### src/rtl/adc_pkg.sv
// Shared types and frame geometry for the serial ADC reader.
package adc_pkg;

    localparam int unsigned FRAME_BITS = 16;
    localparam int unsigned LEAD_BITS  = 4;
    localparam int unsigned DATA_BITS  = 12;

    typedef enum logic [1:0] {
        ST_INIT  = 2'd0,
        ST_CONV  = 2'd1,
        ST_QUIET = 2'd2,
        ST_READY = 2'd3
    } state_t;

endpackage

### src/rtl/adc_sclk_gen.sv
// Serial clock divider and half-period counter for one 16-bit ADC frame.
// sclk idles high; the first enabled edge drives it low and starts the frame.
module adc_sclk_gen
    import adc_pkg::*;
#(
    parameter int unsigned CLK_DIV = 4
) (
    input  logic clock,
    input  logic reset,
    input  logic enable_i,
    output logic sclk_o,
    output logic sample_c_o,
    output logic frame_done_c_o
);

    localparam int unsigned DIV_W  = (CLK_DIV > 1) ? $clog2(CLK_DIV) : 1;
    localparam int unsigned HALF_W = $clog2(2 * FRAME_BITS);

    logic [DIV_W-1:0]  div_q;
    logic [HALF_W-1:0] half_q;
    logic              active_q;
    logic              sclk_q;
    logic              div_last_c;

    assign div_last_c = (div_q == DIV_W'(CLK_DIV - 1));

    always_ff @(posedge clock) begin
        if (reset || !enable_i) begin
            active_q <= 1'b0;
            sclk_q   <= 1'b1;
            div_q    <= '0;
            half_q   <= '0;
        end else if (!active_q) begin
            active_q <= 1'b1;
            sclk_q   <= 1'b0;
            div_q    <= '0;
            half_q   <= '0;
        end else if (div_last_c) begin
            div_q  <= '0;
            sclk_q <= ~sclk_q;
            half_q <= half_q + HALF_W'(1);
        end else begin
            div_q <= div_q + DIV_W'(1);
        end
    end

    assign sclk_o         = sclk_q;
    // Sample on the last system cycle of each high phase.
    assign sample_c_o     = active_q && sclk_q && div_last_c;
    assign frame_done_c_o = sample_c_o && (half_q == HALF_W'(2 * FRAME_BITS - 1));

endmodule

### src/rtl/adc_serial_reader.sv
// 12-bit serial ADC reader with a four-phase done/start handshake.
// Define ADC_FRAME_CHECK_EN to reject frames whose leading bits are non-zero (adds frame_err).
module adc_serial_reader
    import adc_pkg::*;
#(
    parameter int unsigned CLK_DIV   = 4,
    parameter int unsigned QUIET_CYC = 2
) (
    input  logic                 clock,
    input  logic                 reset,
    input  logic                 start,
    input  logic                 sdata,
    output logic                 cs_n,
    output logic                 sclk,
    output logic                 done,
    output logic [DATA_BITS-1:0] data,
`ifdef ADC_FRAME_CHECK_EN
    output logic                 frame_err,
`endif
    output logic                 busy
);

    localparam int unsigned QW = (QUIET_CYC > 1) ? $clog2(QUIET_CYC) : 1;
`ifdef ADC_FRAME_CHECK_EN
    localparam int unsigned SHIFT_W = FRAME_BITS;
`else
    // Leading bits simply fall off the top of a data-wide shifter.
    localparam int unsigned SHIFT_W = FRAME_BITS - LEAD_BITS;
`endif

    state_t                 state_q;
    logic [QW-1:0]          cnt_q;
    logic [SHIFT_W-1:0]     shift_q;
    logic                   cs_n_q;
    logic                   done_q;
    logic                   busy_q;
    logic [DATA_BITS-1:0]   data_q;

    logic                   sample_c;
    logic                   frame_done_c;
    logic                   cnt_last_c;
    logic                   bad_frame_c;
    logic                   retry_c;
    logic                   conv_en_c;

`ifdef ADC_FRAME_CHECK_EN
    logic                   frame_err_q;
    assign bad_frame_c = |shift_q[FRAME_BITS-1:DATA_BITS];
    assign frame_err   = frame_err_q;
`else
    assign bad_frame_c = 1'b0;
`endif

    assign cnt_last_c = (cnt_q == QW'(QUIET_CYC - 1));
    assign retry_c    = (state_q == ST_QUIET) && cnt_last_c && bad_frame_c;

    // High on every edge that starts or continues a frame, so sclk falls with cs_n.
    assign conv_en_c  = ((state_q == ST_INIT)  && cnt_last_c)
                     || ((state_q == ST_READY) && start)
                     || retry_c
                     || ((state_q == ST_CONV)  && !frame_done_c);

    adc_sclk_gen #(
        .CLK_DIV(CLK_DIV)
    ) u_sclk_gen (
        .clock         (clock),
        .reset         (reset),
        .enable_i      (conv_en_c),
        .sclk_o        (sclk),
        .sample_c_o    (sample_c),
        .frame_done_c_o(frame_done_c)
    );

    always_ff @(posedge clock) begin
        if (reset) begin
            state_q     <= ST_INIT;
            cnt_q       <= '0;
            shift_q     <= '0;
            cs_n_q      <= 1'b1;
            done_q      <= 1'b0;
            busy_q      <= 1'b1;
            data_q      <= '0;
`ifdef ADC_FRAME_CHECK_EN
            frame_err_q <= 1'b0;
`endif
        end else begin
`ifdef ADC_FRAME_CHECK_EN
            frame_err_q <= 1'b0;
`endif
            if (sample_c) begin
                shift_q <= {shift_q[SHIFT_W-2:0], sdata};
            end
            case (state_q)
                ST_INIT: begin
                    if (cnt_last_c) begin
                        state_q <= ST_CONV;
                        cnt_q   <= '0;
                        cs_n_q  <= 1'b0;
                    end else begin
                        cnt_q <= cnt_q + QW'(1);
                    end
                end
                ST_CONV: begin
                    if (frame_done_c) begin
                        state_q <= ST_QUIET;
                        cnt_q   <= '0;
                        cs_n_q  <= 1'b1;
                    end
                end
                ST_QUIET: begin
                    // Final quiet cycle: retry a bad frame, or publish once start is low.
                    if (cnt_last_c) begin
                        if (bad_frame_c) begin
                            state_q     <= ST_CONV;
                            cnt_q       <= '0;
                            cs_n_q      <= 1'b0;
`ifdef ADC_FRAME_CHECK_EN
                            frame_err_q <= 1'b1;
`endif
                        end else if (!start) begin
                            state_q <= ST_READY;
                            data_q  <= shift_q[DATA_BITS-1:0];
                            done_q  <= 1'b1;
                            busy_q  <= 1'b0;
                        end
                    end else begin
                        cnt_q <= cnt_q + QW'(1);
                    end
                end
                ST_READY: begin
                    if (start) begin
                        state_q <= ST_CONV;
                        cnt_q   <= '0;
                        cs_n_q  <= 1'b0;
                        done_q  <= 1'b0;
                        busy_q  <= 1'b1;
                    end
                end
                default: begin
                    state_q <= ST_INIT;
                    cnt_q   <= '0;
                end
            endcase
        end
    end

    assign cs_n = cs_n_q;
    assign done = done_q;
    assign busy = busy_q;
    assign data = data_q;

endmodule

### config.mk
export PLATFORM = sky130hd
export DESIGN_NAME = adc_serial_reader
export DESIGN_NICKNAME = d
export VERILOG_FILES = /design/src/rtl/adc_pkg.sv /design/src/rtl/adc_sclk_gen.sv /design/src/rtl/adc_serial_reader.sv
export SDC_FILE = /design/constraint.sdc
export NUM_CORES = 1
export LEC_CHECK = 0
export CORE_MARGIN = 5
export CORE_UTILIZATION = 57
export CTS_BUF_LIST = sky130_fd_sc_hd__clkbuf_16
export DETAILED_ROUTE_END_ITERATION = 7
export PLACE_DENSITY = 0.94
export SLEW_MARGIN = 20
export SYNTH_ARGS = -nofsm -noshare
export SYNTH_HDL_FRONTEND = slang
export SYNTH_SLANG_ARGS = --single-unit
export TNS_END_PERCENT = 1
### constraint.sdc
create_clock -name clock -period 5.25 [get_ports clock]
set_clock_uncertainty 0.1 [all_clocks]
set_input_delay 0.7875 -clock clock [delete_from_list [all_inputs] [get_ports clock]]
set_output_delay 0.7875 -clock clock [all_outputs]
set_load 0.01 [all_outputs]
Word level (Yosys, flattened, before mapping)
Cells that the tools add are included.
{"block": "word_totals", "regBits": 39, "in_bits": 4, "out_inout_bits": 16, "wordCells": 73}
{"block": "classes", "addsub": 3, "eq_ne": 11, "muxes": 24, "bitwise": 4, "n_reduce_logical": 20}
{"cell": "2-to-1 mux 1 bit", "n": 14}
{"cell": "!= test 2 bit, second input constant", "n": 6}
{"cell": "2-to-1 mux 2 bit", "n": 5}
{"cell": "case mux 2 bit (4 select lines)", "n": 1}
{"cell": "AND reduction 4 bit", "n": 2}
{"cell": "== test 2 bit, second input constant", "n": 3}
{"cell": "logical AND 1 bit", "n": 6}
{"cell": "adder 5 x 1 -> 5 bit, second input constant", "n": 1}
{"cell": "== test 5 bit, second input constant", "n": 1}
{"cell": "AND reduction 5 bit", "n": 1}
{"cell": "inverter 1 bit", "n": 4}
{"cell": "case mux 1 bit (2 select lines)", "n": 2}
{"cell": "case mux 1 bit (4 select lines)", "n": 1}
{"cell": "logical OR 1 bit", "n": 3}
{"cell": "case mux 1 bit (3 select lines)", "n": 1}
{"cell": "AND reduction 3 bit", "n": 1}
{"cell": "OR reduction 3 bit", "n": 1}
{"cell": "adder 2 x 1 -> 2 bit, second input constant", "n": 1}
{"cell": "== test 2 x 1 -> 1 bit, second input constant", "n": 1}
{"cell": "logical NOT 1 bit", "n": 2}
{"cell": "logical NOT 2 bit", "n": 1}
{"cell": "AND reduction 2 bit", "n": 1}
{"cell": "nonzero test 2 bit", "n": 1}
{"cell": "OR reduction 2 bit", "n": 1}
{"cell": "adder 1 bit, second input constant", "n": 1}

Logic depth before layout (Yosys ltp)
Gate-level depths: netlist of run 1.
{"block": "logic_depth", "depth_word": 9, "mapped_depth": 8, "depth_no_buf": 7}

Hierarchy
A second synthesis of run 1 with hierarchy kept.
{"block": "hier_totals", "hier_cells": 174, "hier_area_um2": 1659.1}
{"module": "adc_serial_reader", "instances": 1, "cells_each": 138, "area_per_inst_um2": 1246.2, "seq_area_each_um2": 600.6}
{"module": "adc_sclk_gen", "instances": 1, "cells_each": 36, "area_per_inst_um2": 412.9, "seq_area_each_um2": 180.2}

Worst setup path before layout of run 1
Ideal clock, no wire load.
{"block": "synth_timing", "path_kind": "reg2reg", "startpoint": "register u_sclk_gen.half_q[0]", "endpoint": "register u_sclk_gen.div_q[0]", "setup_time_ns": 0.073, "t_arrival_ns": 1.656, "required_time_ns": 5.077, "setup_slack_ns": 3.421, "path_stages_with_launch": 9, "path_buffers": 1, "period_less_slack_ns": 1.829, "cell_sequence": "dfxtp_1 > ha_1 > and3_1 > ha_1 > nand4_2 > a222oi_1 > or3b_1 > buf_6 > nor3_2"}
{"block": "synth_between", "elab_chain_cells": 8}
{"item": "start: declaration", "line": "adc_sclk_gen.sv:20", "text": "logic [HALF_W-1:0] half_q;"}
{"item": "start signal: assignment", "line": "adc_sclk_gen.sv:41", "text": "half_q <= half_q + HALF_W'(1);"}
{"item": "== test 5 bit", "line": "adc_sclk_gen.sv:50", "text": "assign frame_done_c_o = sample_c_o && (half_q == HALF_W'(2 * FRAME_BITS - 1));"}
{"item": "logical AND 1 bit", "line": "adc_sclk_gen.sv:50"}
{"item": "logical NOT 1 bit", "line": "adc_serial_reader.sv:61", "text": "|| ((state_q == ST_CONV) && !frame_done_c);"}
{"item": "logical AND 1 bit", "line": "adc_serial_reader.sv:61"}
{"item": "logical OR 1 bit", "line": "adc_serial_reader.sv:61"}
{"item": "logical NOT 1 bit", "line": "adc_sclk_gen.sv:28", "text": "if (reset || !enable_i) begin"}
{"item": "logical OR 1 bit", "line": "adc_sclk_gen.sv:28"}
{"item": "OR reduction 3 bit (no line)"}
{"item": "end signal: assignment", "line": "adc_sclk_gen.sv:43", "text": "div_q <= div_q + DIV_W'(1);"}
{"item": "end: declaration", "line": "adc_sclk_gen.sv:19", "text": "logic [DIV_W-1:0] div_q;"}
No other way between the ends.
A chain may end at the register's enable or synchronous reset.

Final worst setup path of run 1
{"block": "layout_timing", "startpoint": "register u_sclk_gen.sclk_q (netlist: u_sclk_gen.sclk_o)", "endpoint": "output port sclk"}
{"item": "start: declaration", "line": "adc_sclk_gen.sv:22", "text": "logic sclk_q;"}
{"item": "start signal: assignment", "line": "adc_sclk_gen.sv:40", "text": "sclk_q <= ~sclk_q;"}
{"item": "end: declaration", "line": "adc_serial_reader.sv:14", "text": "output logic sclk,"}
No word-level cell between the ends.

==> flow_summary.toml, run 1 <==
[synth]
top_area_cell_type_share_of_the_netlist_area_pct = 49.4
netlist-cell-type-count = 30
synth_flop_cell = "sky130_fd_sc_hd__dfxtp_1"
synth_top_cells_by_count = "sky130_fd_sc_hd__nand2_1 (53), sky130_fd_sc_hd__dfxtp_1 (39), sky130_fd_sc_hd__a21oi_1 (30), sky130_fd_sc_hd__nor2_1 (9), sky130_fd_sc_hd__ha_1 (8)"
synthesis.nets = 197
synth-async-reset-ratio_pct = 0
synth.yosys.seq_area_share_pct = 49.4
yosys-top-cells-area = "sky130_fd_sc_hd__dfxtp_1 (49%), sky130_fd_sc_hd__nand2_1 (13%), sky130_fd_sc_hd__a21oi_1 (9.5%)"
netlist.top_cell.by_area = "sky130_fd_sc_hd__dfxtp_1"
synthMostInstantiatedCell = "sky130_fd_sc_hd__nand2_1"
synth.ff_latch_count = 39
mappedNetlistArea_um2 = 1580
syn-instance-count = 185
synth-warning-count = 0
synth-edff-count = 0
syn_avg_cell_area_um2 = 8.54

[placement]
dpl-instance-area_um2 = 1760
io_buffers = 19
placedCellCount = 225
gp_routability_congestion = 0.853
detailed_place_hpwl_um = 1980

[clocking]
post_cts_hold_buffer_count = 0
cts_tree = "done"
clkSinkCount = 39
cts_setup_buffers = 0
cts-buffers-inserted = 5
clk_pin_slew_ps = 50
ctsResizeCount = 0
htreeDepth = 2
ctsRootBufferMaster = "sky130_fd_sc_hd__clkbuf_16"
clkLatencyLatePin_ps = 280
cts_buffer_depth = 2

[detailed_routing]
drt-wirelength-per-cell_um = 12.6
finalWirelength_um = 2930
viasPerCell = 5.48
detailedRoute.firstIterationViolations = 34
drc = 0
num_vias = 1276
dr.pass1.iters = 4
antenna_violating_nets_post_route = 0

[min_path]
worstHoldStart = "u_sclk_gen.div_q[0]"
worst_hold_path.num_cells = 1
worst_hold_path.endpoint = "u_sclk_gen.div_q[0]"
timing.hold.worst.class = "reg -> reg"

[setup_path]
crit_slowest_cell = "sky130_fd_sc_hd__clkdlybuf4s50_1"
crit_path_end_kind = "output port"
regToRegStartpoint = "u_sclk_gen.half_q[0]"
cp.depth = 1
worst_ep_arrival_time_ps = 1280
setup.worst_path.class = "reg -> out"
worst-path-max-fanout = 5
timing.reg2reg.setup_slack_ps = 3140
critPathLaunchType = "register"
cpPeakStageDelay_ps = 580
critical_path_cell_list = "clkdlybuf4s50_1"
reg2regPathDepth = 7
cell_class_contributing_the_biggest_share_of_worst_path_delay = "buffers and inverters"
path_buf_inv = 1
timing.rr.end = "u_sclk_gen.half_q[2]"
required_ps = 4360
worst_setup_path_startpoint = "u_sclk_gen.sclk_o"

[global_route]
grt_total_usage_pct = 16.5
grt_pass1_vias = 1252
global_route.overflow_total = 0
grt_pass1_wl_um = 5190
grt_antenna_before_repair = 0
grt_max_degree = 36

[floorplanning]
number_of_top_level_pins = 20
die-width_um = 62.7
floorplan.rows = 19
floorplan.die_area_um2 = 3930
die_h_um = 62.7
initial_utilization_pct = 58.3
fp.coreArea_um2 = 2710

[cells_and_area]
layout.cells.non_filler = 233
layout.filler_cells = 231
proportion_of_layout_cells_with_a_drive_suffix_above_1_pct = 6.44
fin_area_um2 = 1890
layout.nets = 213
diodes = 0
synthToLayoutAreaGrowth_pct = 19.9

[power]
worst_ir_drop_vdd_v = 0.000365
power_leakage_nw = 0.705
pwr_density_cell_nw_per_um2 = 406

[timing]
tightestPinTransition_ps = 562
setup_tns_ps = 0
report.final.setup_viol = 0
timing.slew.headroom_pct = 62.5
fmaxAchievable_mhz = 462
final-hold-violation-count = 0
finalCritPeriodShare_pct = 41.2
final_period_minus_worst_setup_slack_ps = 2170
maxSlewViolCount = 0
setup_repair_after_global_routing_missed_its_margin = "false"

[status]
status = "finished, final reports clean"

[flow_run]
max_cap_violations = 0
flip-flops by register name, indices dropped and copies added, names as in the netlist:
signal               flops
u_sclk_gen.active_q      1
u_sclk_gen.half_q        5
state_q                  2
u_sclk_gen.div_q         2
u_sclk_gen.sclk_o        1
data                    12
done                     1
busy                     1
shift_q                 12
cs_n                     1
cnt_last_c               1
worst max-delay path by stage:
stage	endpoint	slack, ps
floorplan	u_sclk_gen.div_q[0]	3420
global placement	u_sclk_gen.div_q[0]	2490
global route	busy	2950
CTS	u_sclk_gen.half_q[2]	2720
finish	sclk	3080
detailed placement	u_sclk_gen.half_q[2]	2430
cells in the final DEF (no fill, tap or decap), drive strengths merged, types with 4 or more instances in the layout:
master and n:
clkdlybuf4s50 18, mux2i 4, nor2 9, nand2 53
nand2b 4, dfxtp 39, clkbuf 5, ha 8
a21oi 30, inv 6
power by group:
| group | total, mW | switching (mW) | internal, mW |
|---|---|---|---|
| sequential | 0.345 | 0.0259 | 0.319 |
| clock | 0.279 | 0.108 | 0.171 |
| combinational | 0.145 | 0.0732 | 0.0718 |
| total | 0.769 | 0.207 | 0.562 |
per-stage QoR:
stage	hold slack (ps)	util, %	setup WS, ps	power [mW]
2_1_floorplan	314	-	3420	0.455
3_3_place_gp	336	65.0	2490	0.490
3_5_place_dp	338	65.0	2430	0.496
4_1_cts	345	70.1	2720	0.777
5_1_grt	367	69.9	2950	0.814
6_report	345	69.9	3080	0.769
routing by layer:
layer / up-vias / track usage, % / routed length, µm
met5: - / 0 / 0
met4: 0 / 8.75 / 61
met3: 7 / 6.29 / 166
met2: 34 / 28.8 / 1520
met1: 592 / 17.0 / 1180
li1: 643 / - / -
cell families after synthesis:
family / share of synthesized area, %
compound gates: 12.0
xor+xnor: 2.22
fa+ha+maj: 6.33
buf+inv: 3.96
flops: 49.4
mux: 3.25
simple gates: 22.9
cell type report:
type	count	area, µm²	share of cell area, %
flip-flops and latches	39	781	41.2
clock inverters	3	12.5	0.661
repair buffers	19	185	9.78
clock buffers	5	125	6.61
well taps	31	38.8	2.05
multi-input cells	132	737	38.9
inverters	4	15.0	0.793
(Power assumes the default switching activity.)
==> run 2, diff against run 1 <==
Settings changed: CORE_UTILIZATION 57 to 53, PLACE_DENSITY 0.94 to 0.89.
Clock period 5.25 ns to 2.04 ns, I/O delays scaled along.
==> run 2 against run 1 <==
- die area is 6.3% higher
- first-iteration DRC count up 82%
- global-route usage down 1.3 points
- sequential power grew to 2.6 times the previous value
- sequential share of layout area fell by 0.85 points
- critical path depth is 6 higher
- final cell count up 1.7%
- non-clock buffer count increased by 4
- via count fell by 3.0%
- wire length down 3.7%
- clock power rose to 2.6 times the previous value
==> flow_summary.toml, run 2 (synthesis results as in run 1) <==
[setup_path]
timing.reg2reg.setup_slack_ps = 180
worst_ep_arrival_time_ps = 1930
crit_slowest_cell = "sky130_fd_sc_hd__a222oi_1"
setup.worst_path.class = "reg -> reg"
regToRegStartpoint = "u_sclk_gen.half_q[0]"
timing.rr.end = "u_sclk_gen.half_q[0]"
critPathLaunchType = "register"
crit_path_end_kind = "register"
critical_path_cell_list = "ha_1, and3_1, ha_1, nand4_2, a222oi_1, or3b_4, nor2_1"
reg2regPathDepth = 7
cpPeakStageDelay_ps = 380
worst-path-max-fanout = 6
crit_path_frequent_cell = "sky130_fd_sc_hd__ha_1"
required_ps = 2110

[timing]
final-hold-violation-count = 0
maxSlewViolCount = 0
tightestPinTransition_ps = 427
setup_repair_after_global_routing_missed_its_margin = "false"
final_period_minus_worst_setup_slack_ps = 1860
fmaxAchievable_mhz = 537
timing.slew.headroom_pct = 71.5
finalCritPeriodShare_pct = 91.3
report.final.setup_viol = 0
setup_tns_ps = 0

[clocking]
cts_setup_buffers = 0
clkSinkCount = 39
htreeDepth = 2
ctsResizeCount = 0
ctsRootBufferMaster = "sky130_fd_sc_hd__clkbuf_16"
cts_buffer_depth = 2
post_cts_hold_buffer_count = 0
clk_pin_slew_ps = 50
clkLatencyLatePin_ps = 280
cts-buffers-inserted = 5
cts_tree = "done"

[flow_run]
max_cap_violations = 0

[power]
internal_power_mw = 1.47
worst_ir_drop_vdd_v = 0.000695
combinationalPowerShare_pct = 19.9
pwr_density_cell_nw_per_um2 = 1050
clock_network_power_share_pct = 36.3
seq_power_share_pct = 43.8
power_leakage_nw = 0.723
power.switching_fraction_pct = 27.3
netSwitchingPower_uw = 553
p_total_mw = 2.03

[global_route]
grt_use_met2_pct = 25.8
met3_usage_pct = 5.87
grt_max_degree = 30
grt_total_usage_pct = 15.2
grt-busiest-layer = "met2"
global_route.overflow_total = 0
grt_antenna_before_repair = 0
grt_use_met1_pct = 17.1
grt_pass1_vias = 1159
grt_pass1_wl_um = 5020

[floorplanning]
die_h_um = 64.6
fp.coreArea_um2 = 2810
initial_utilization_pct = 56.3
number_of_top_level_pins = 20
floorplan.die_area_um2 = 4170
die-width_um = 64.6
floorplan.rows = 19

[placement]
dpl-instance-area_um2 = 1790
detailed_place_hpwl_um = 1970
gp_routability_congestion = 0.831
io_buffers = 19

[cells_and_area]
final_common_cell = "sky130_fd_sc_hd__nand2_1"
postLayoutCoreUtil_pct = 69.0
fin_area_um2 = 1930
layout_common_cells = "sky130_fd_sc_hd__nand2_1 (53), sky130_fd_sc_hd__dfxtp_1 (39), sky130_fd_sc_hd__a21oi_1 (30)"
diodes = 0
synthToLayoutAreaGrowth_pct = 22.4
layout.nets = 217
proportion_of_layout_cells_with_a_drive_suffix_above_1_pct = 9.22

[detailed_routing]
antenna_violating_nets_post_route = 0
viasPerCell = 5.22
detailedRoute.firstIterationViolations = 62
dr.pass1.iters = 4
finalWirelength_um = 2820
num_vias = 1238
drc = 0
drt-wirelength-per-cell_um = 11.9

[min_path]
worst_hold_path.num_cells = 1
worstHoldStart = "u_sclk_gen.div_q[0]"
timing.hold.worst.class = "reg -> reg"
worst_hold_path.endpoint = "u_sclk_gen.div_q[0]"

[status]
status = "finished, final reports clean"
[run 2: changes by cell type in the layout (fill, tap and decap cells not counted)]
cell,change
sky130_fd_sc_hd__or3b_1,-1
sky130_fd_sc_hd__buf_2,-1
sky130_fd_sc_hd__clkdlybuf4s50_1,+1
sky130_fd_sc_hd__or3b_4,+1
sky130_fd_sc_hd__clkinv_2,+2
sky130_fd_sc_hd__inv_1,-2
sky130_fd_sc_hd__buf_4,+4
[run 2: how the worst max path moves through the flow]
stage	endpoint	from	slack (ps)	cells after the start
2_1_floorplan	u_sclk_gen.div_q[0]	u_sclk_gen.half_q[0]	210	8
3_3_place_gp	state_q[0]	start	180	5
3_5_place_dp	u_sclk_gen.half_q[0]	u_sclk_gen.half_q[0]	120	7
4_1_cts	u_sclk_gen.div_q[0]	u_sclk_gen.half_q[0]	100	7
5_1_grt	u_sclk_gen.half_q[3]	u_sclk_gen.half_q[0]	10	7
6_report	u_sclk_gen.half_q[0]	u_sclk_gen.half_q[0]	180	7
[run 2: worst max-delay path: cells and delay by family (launching register included)]
family	cells	cell delay [ps]
and+or+nand+nor	4	600
AOI/OAI and AO/OA	1	380
DFF	1	360
adders and majority gates	2	320
[run 2: cell type report]
cell class / instances / area (µm²)
Clock buffer: 5 / 125
Sequential cell: 39 / 781
Multi-Input combinational cell: 132 / 739
Inverter: 4 / 15.0
Clock inverter: 3 / 15.0
Tap cell: 31 / 38.8
Fill cell: 239 / 871
Timing Repair Buffer: 23 / 220
[run 2: routing by layer]
layer	share of wire, %	routed length [µm]
met1	47	1320
met2	47	1310
met3	5.2	147
met4	1.5	43
met5	0	0
[run 2: stage by stage]
step / setup WS (ps) / std cells / hold slack (ps)
2_1_floorplan: 211 / 185 / 314
3_3_place_gp: 181 / 229 / 340
3_5_place_dp: 120 / 229 / 347
4_1_cts: 103 / 237 / 354
5_1_grt: 13.5 / 237 / 372
6_report: 177 / 237 / 350
[run 2: power by group through the flow]
stage / clock, mW / sequential, mW / combinational [mW]
after floorplan: 0 / 0.897 / 0.275
after global placement: 0 / 0.901 / 0.388
after detailed placement: 0 / 0.902 / 0.400
after CTS: 0.757 / 0.887 / 0.400
after global routing: 0.797 / 0.896 / 0.448
final: 0.736 / 0.887 / 0.404
==> run 3, diff against run 2 <==
Settings changed: CORE_UTILIZATION 53 to 48, PLACE_DENSITY 0.89 to 0.85, SETUP_SLACK_MARGIN from default to 0.05.
Clock period 2.04 ns to 1.7 ns, I/O delays scaled along.
==> run 3 against run 2 <==
- combinational power increased by 44%
- highest routed layer unchanged
- count of clock-buffer cells in the layout stayed put
- first-iteration DRC count is 44% higher
==> flow_summary.toml, run 3 (synthesis results as in run 1) <==
[status]
status = "finished, final reports clean"

[global_route]
grt_pass1_vias = 1225
grt_max_degree = 25
grt_total_usage_pct = 15.3
grt_antenna_before_repair = 0
grt_pass1_wl_um = 5220
global_route.overflow_total = 0

[cells_and_area]
synthToLayoutAreaGrowth_pct = 33.9
proportion_of_layout_cells_with_a_drive_suffix_above_1_pct = 15.8
postLayoutCoreUtil_pct = 68.2
layout.nets = 226
layout.filler_cells = 274
fin_area_um2 = 2120
layout.cells.non_filler = 259
diodes = 0
area_of_the_multi_input_gates_um2 = 785
sequential_cell_area_um2 = 785
final_common_cell = "sky130_fd_sc_hd__nand2_1"
layout_common_cells = "sky130_fd_sc_hd__nand2_1 (53), sky130_fd_sc_hd__dfxtp_1 (36), sky130_fd_sc_hd__a21oi_1 (30)"

[placement]
detailed_place_hpwl_um = 2090
dpl-instance-area_um2 = 1940
gp_routability_congestion = 0.862
placedCellCount = 251
io_buffers = 19
dpl_worst_slack_ps = -102

[timing]
setup_tns_ps = 0
tightestPinTransition_ps = 345
report.final.setup_viol = 0
timing.slew.headroom_pct = 77.0
finalCritPeriodShare_pct = 99.3
fmaxAchievable_mhz = 592
final-hold-violation-count = 0
post-route-worst-setup-slack_ps = 11.1
final_period_minus_worst_setup_slack_ps = 1690
finalHoldWorstSlack_ps = 352
maxSlewViolCount = 0
setup_repair_after_global_routing_missed_its_margin = "true"

[setup_path]
worst-path-max-fanout = 3
worst_ep_arrival_time_ps = 1760
critPathLaunchType = "register"
reg2regPathDepth = 7
required_ps = 1770
setup.worst_path.class = "reg -> reg"
crit_path_end_kind = "register"

[floorplanning]
fp.coreArea_um2 = 3100
number_of_top_level_pins = 20
die-width_um = 67.4
initial_utilization_pct = 50.9
floorplan.rows = 20
floorplan.die_area_um2 = 4540
die_h_um = 67.4

[detailed_routing]
drt-wirelength-per-cell_um = 11.3
viasPerCell = 4.96
num_vias = 1285
drc = 0
detailedRoute.firstIterationViolations = 89
finalWirelength_um = 2920
dr.pass1.iters = 4
antenna_violating_nets_post_route = 0

[power]
internal_power_mw = 1.99
power_leakage_nw = 0.775
power.switching_fraction_pct = 25.6
clock_network_power_share_pct = 38.4
combinationalPowerShare_pct = 21.8
seq_power_share_pct = 39.8
worst_ir_drop_vdd_v = 0.000816
pwr_density_cell_nw_per_um2 = 1260
netSwitchingPower_uw = 684
p_total_mw = 2.67

[min_path]
timing.hold.worst.class = "reg -> reg"
worst_hold_path.num_cells = 2

[clocking]
htreeDepth = 2
cts_setup_buffers = 0
clk_pin_slew_ps = 60
ctsRootBufferMaster = "sky130_fd_sc_hd__clkbuf_16"
clkLatencyLatePin_ps = 280
post_cts_hold_buffer_count = 0
cts-buffers-inserted = 5
cts_tree = "done"
clkSinkCount = 39
cts_buffer_depth = 2

[flow_run]
max_cap_violations = 0
run 3: cell types whose count changed in the layout (fill, tap and decap cells not counted), sizes merged:
| cell | before | now |
|---|---|---|
| bufinv | 0 | 1 |
| clkinv | 3 | 2 |
| buf | 4 | 13 |
run 3: power by group through the flow:
stage | combinational [mW] | sequential [mW] | clock (mW)
final | 0.583 | 1.06 | 1.03
after detailed placement | 0.556 | 1.08 | 0
after floorplan | 0.329 | 1.08 | 0
after global routing | 0.646 | 1.08 | 1.11
after CTS | 0.580 | 1.06 | 1.06
after global placement | 0.545 | 1.08 | 0
run 3: layout make-up:
class | instances | area share (%)
flip-flops and latches | 39 | 37.1
clock buffers | 5 | 5.91
inverters | 4 | 0.710
clock inverters | 3 | 1.83
multi-input cells | 132 | 37.1
well taps | 44 | 2.60
repair buffers | 32 | 14.8
run 3: routing by layer:
metal / global-route usage [%] / wire [µm]
met3: 5.99 / 151
met4: 5.32 / 46
met5: 0 / 0
met1: 17.6 / 1350
met2: 25.8 / 1370
run 3: final timing paths:
check                       startpoint    endpoint  slack, ps
setup reg to reg  u_sclk_gen.half_q[1]  state_q[0]         10
hold reg to reg               data[11]    data[11]        350
setup / recovery  u_sclk_gen.half_q[1]  state_q[0]         10
hold / removal                data[11]    data[11]        350
run 3: critical path, stage by stage (launching register included):
cell	delay, ps
sky130_fd_sc_hd__dfxtp_2	350
sky130_fd_sc_hd__ha_4	130
sky130_fd_sc_hd__and3_4	170
sky130_fd_sc_hd__ha_4	130
sky130_fd_sc_hd__nand4_4	70
sky130_fd_sc_hd__nand2_1	80
sky130_fd_sc_hd__and4bb_2	250
sky130_fd_sc_hd__mux2_4	300
run 3: timing repair:
item | in CTS | in global routing
pin swaps | 5 | 2
setup endpoints to repair | 11 | 20
gates resized for setup | 3 | 1
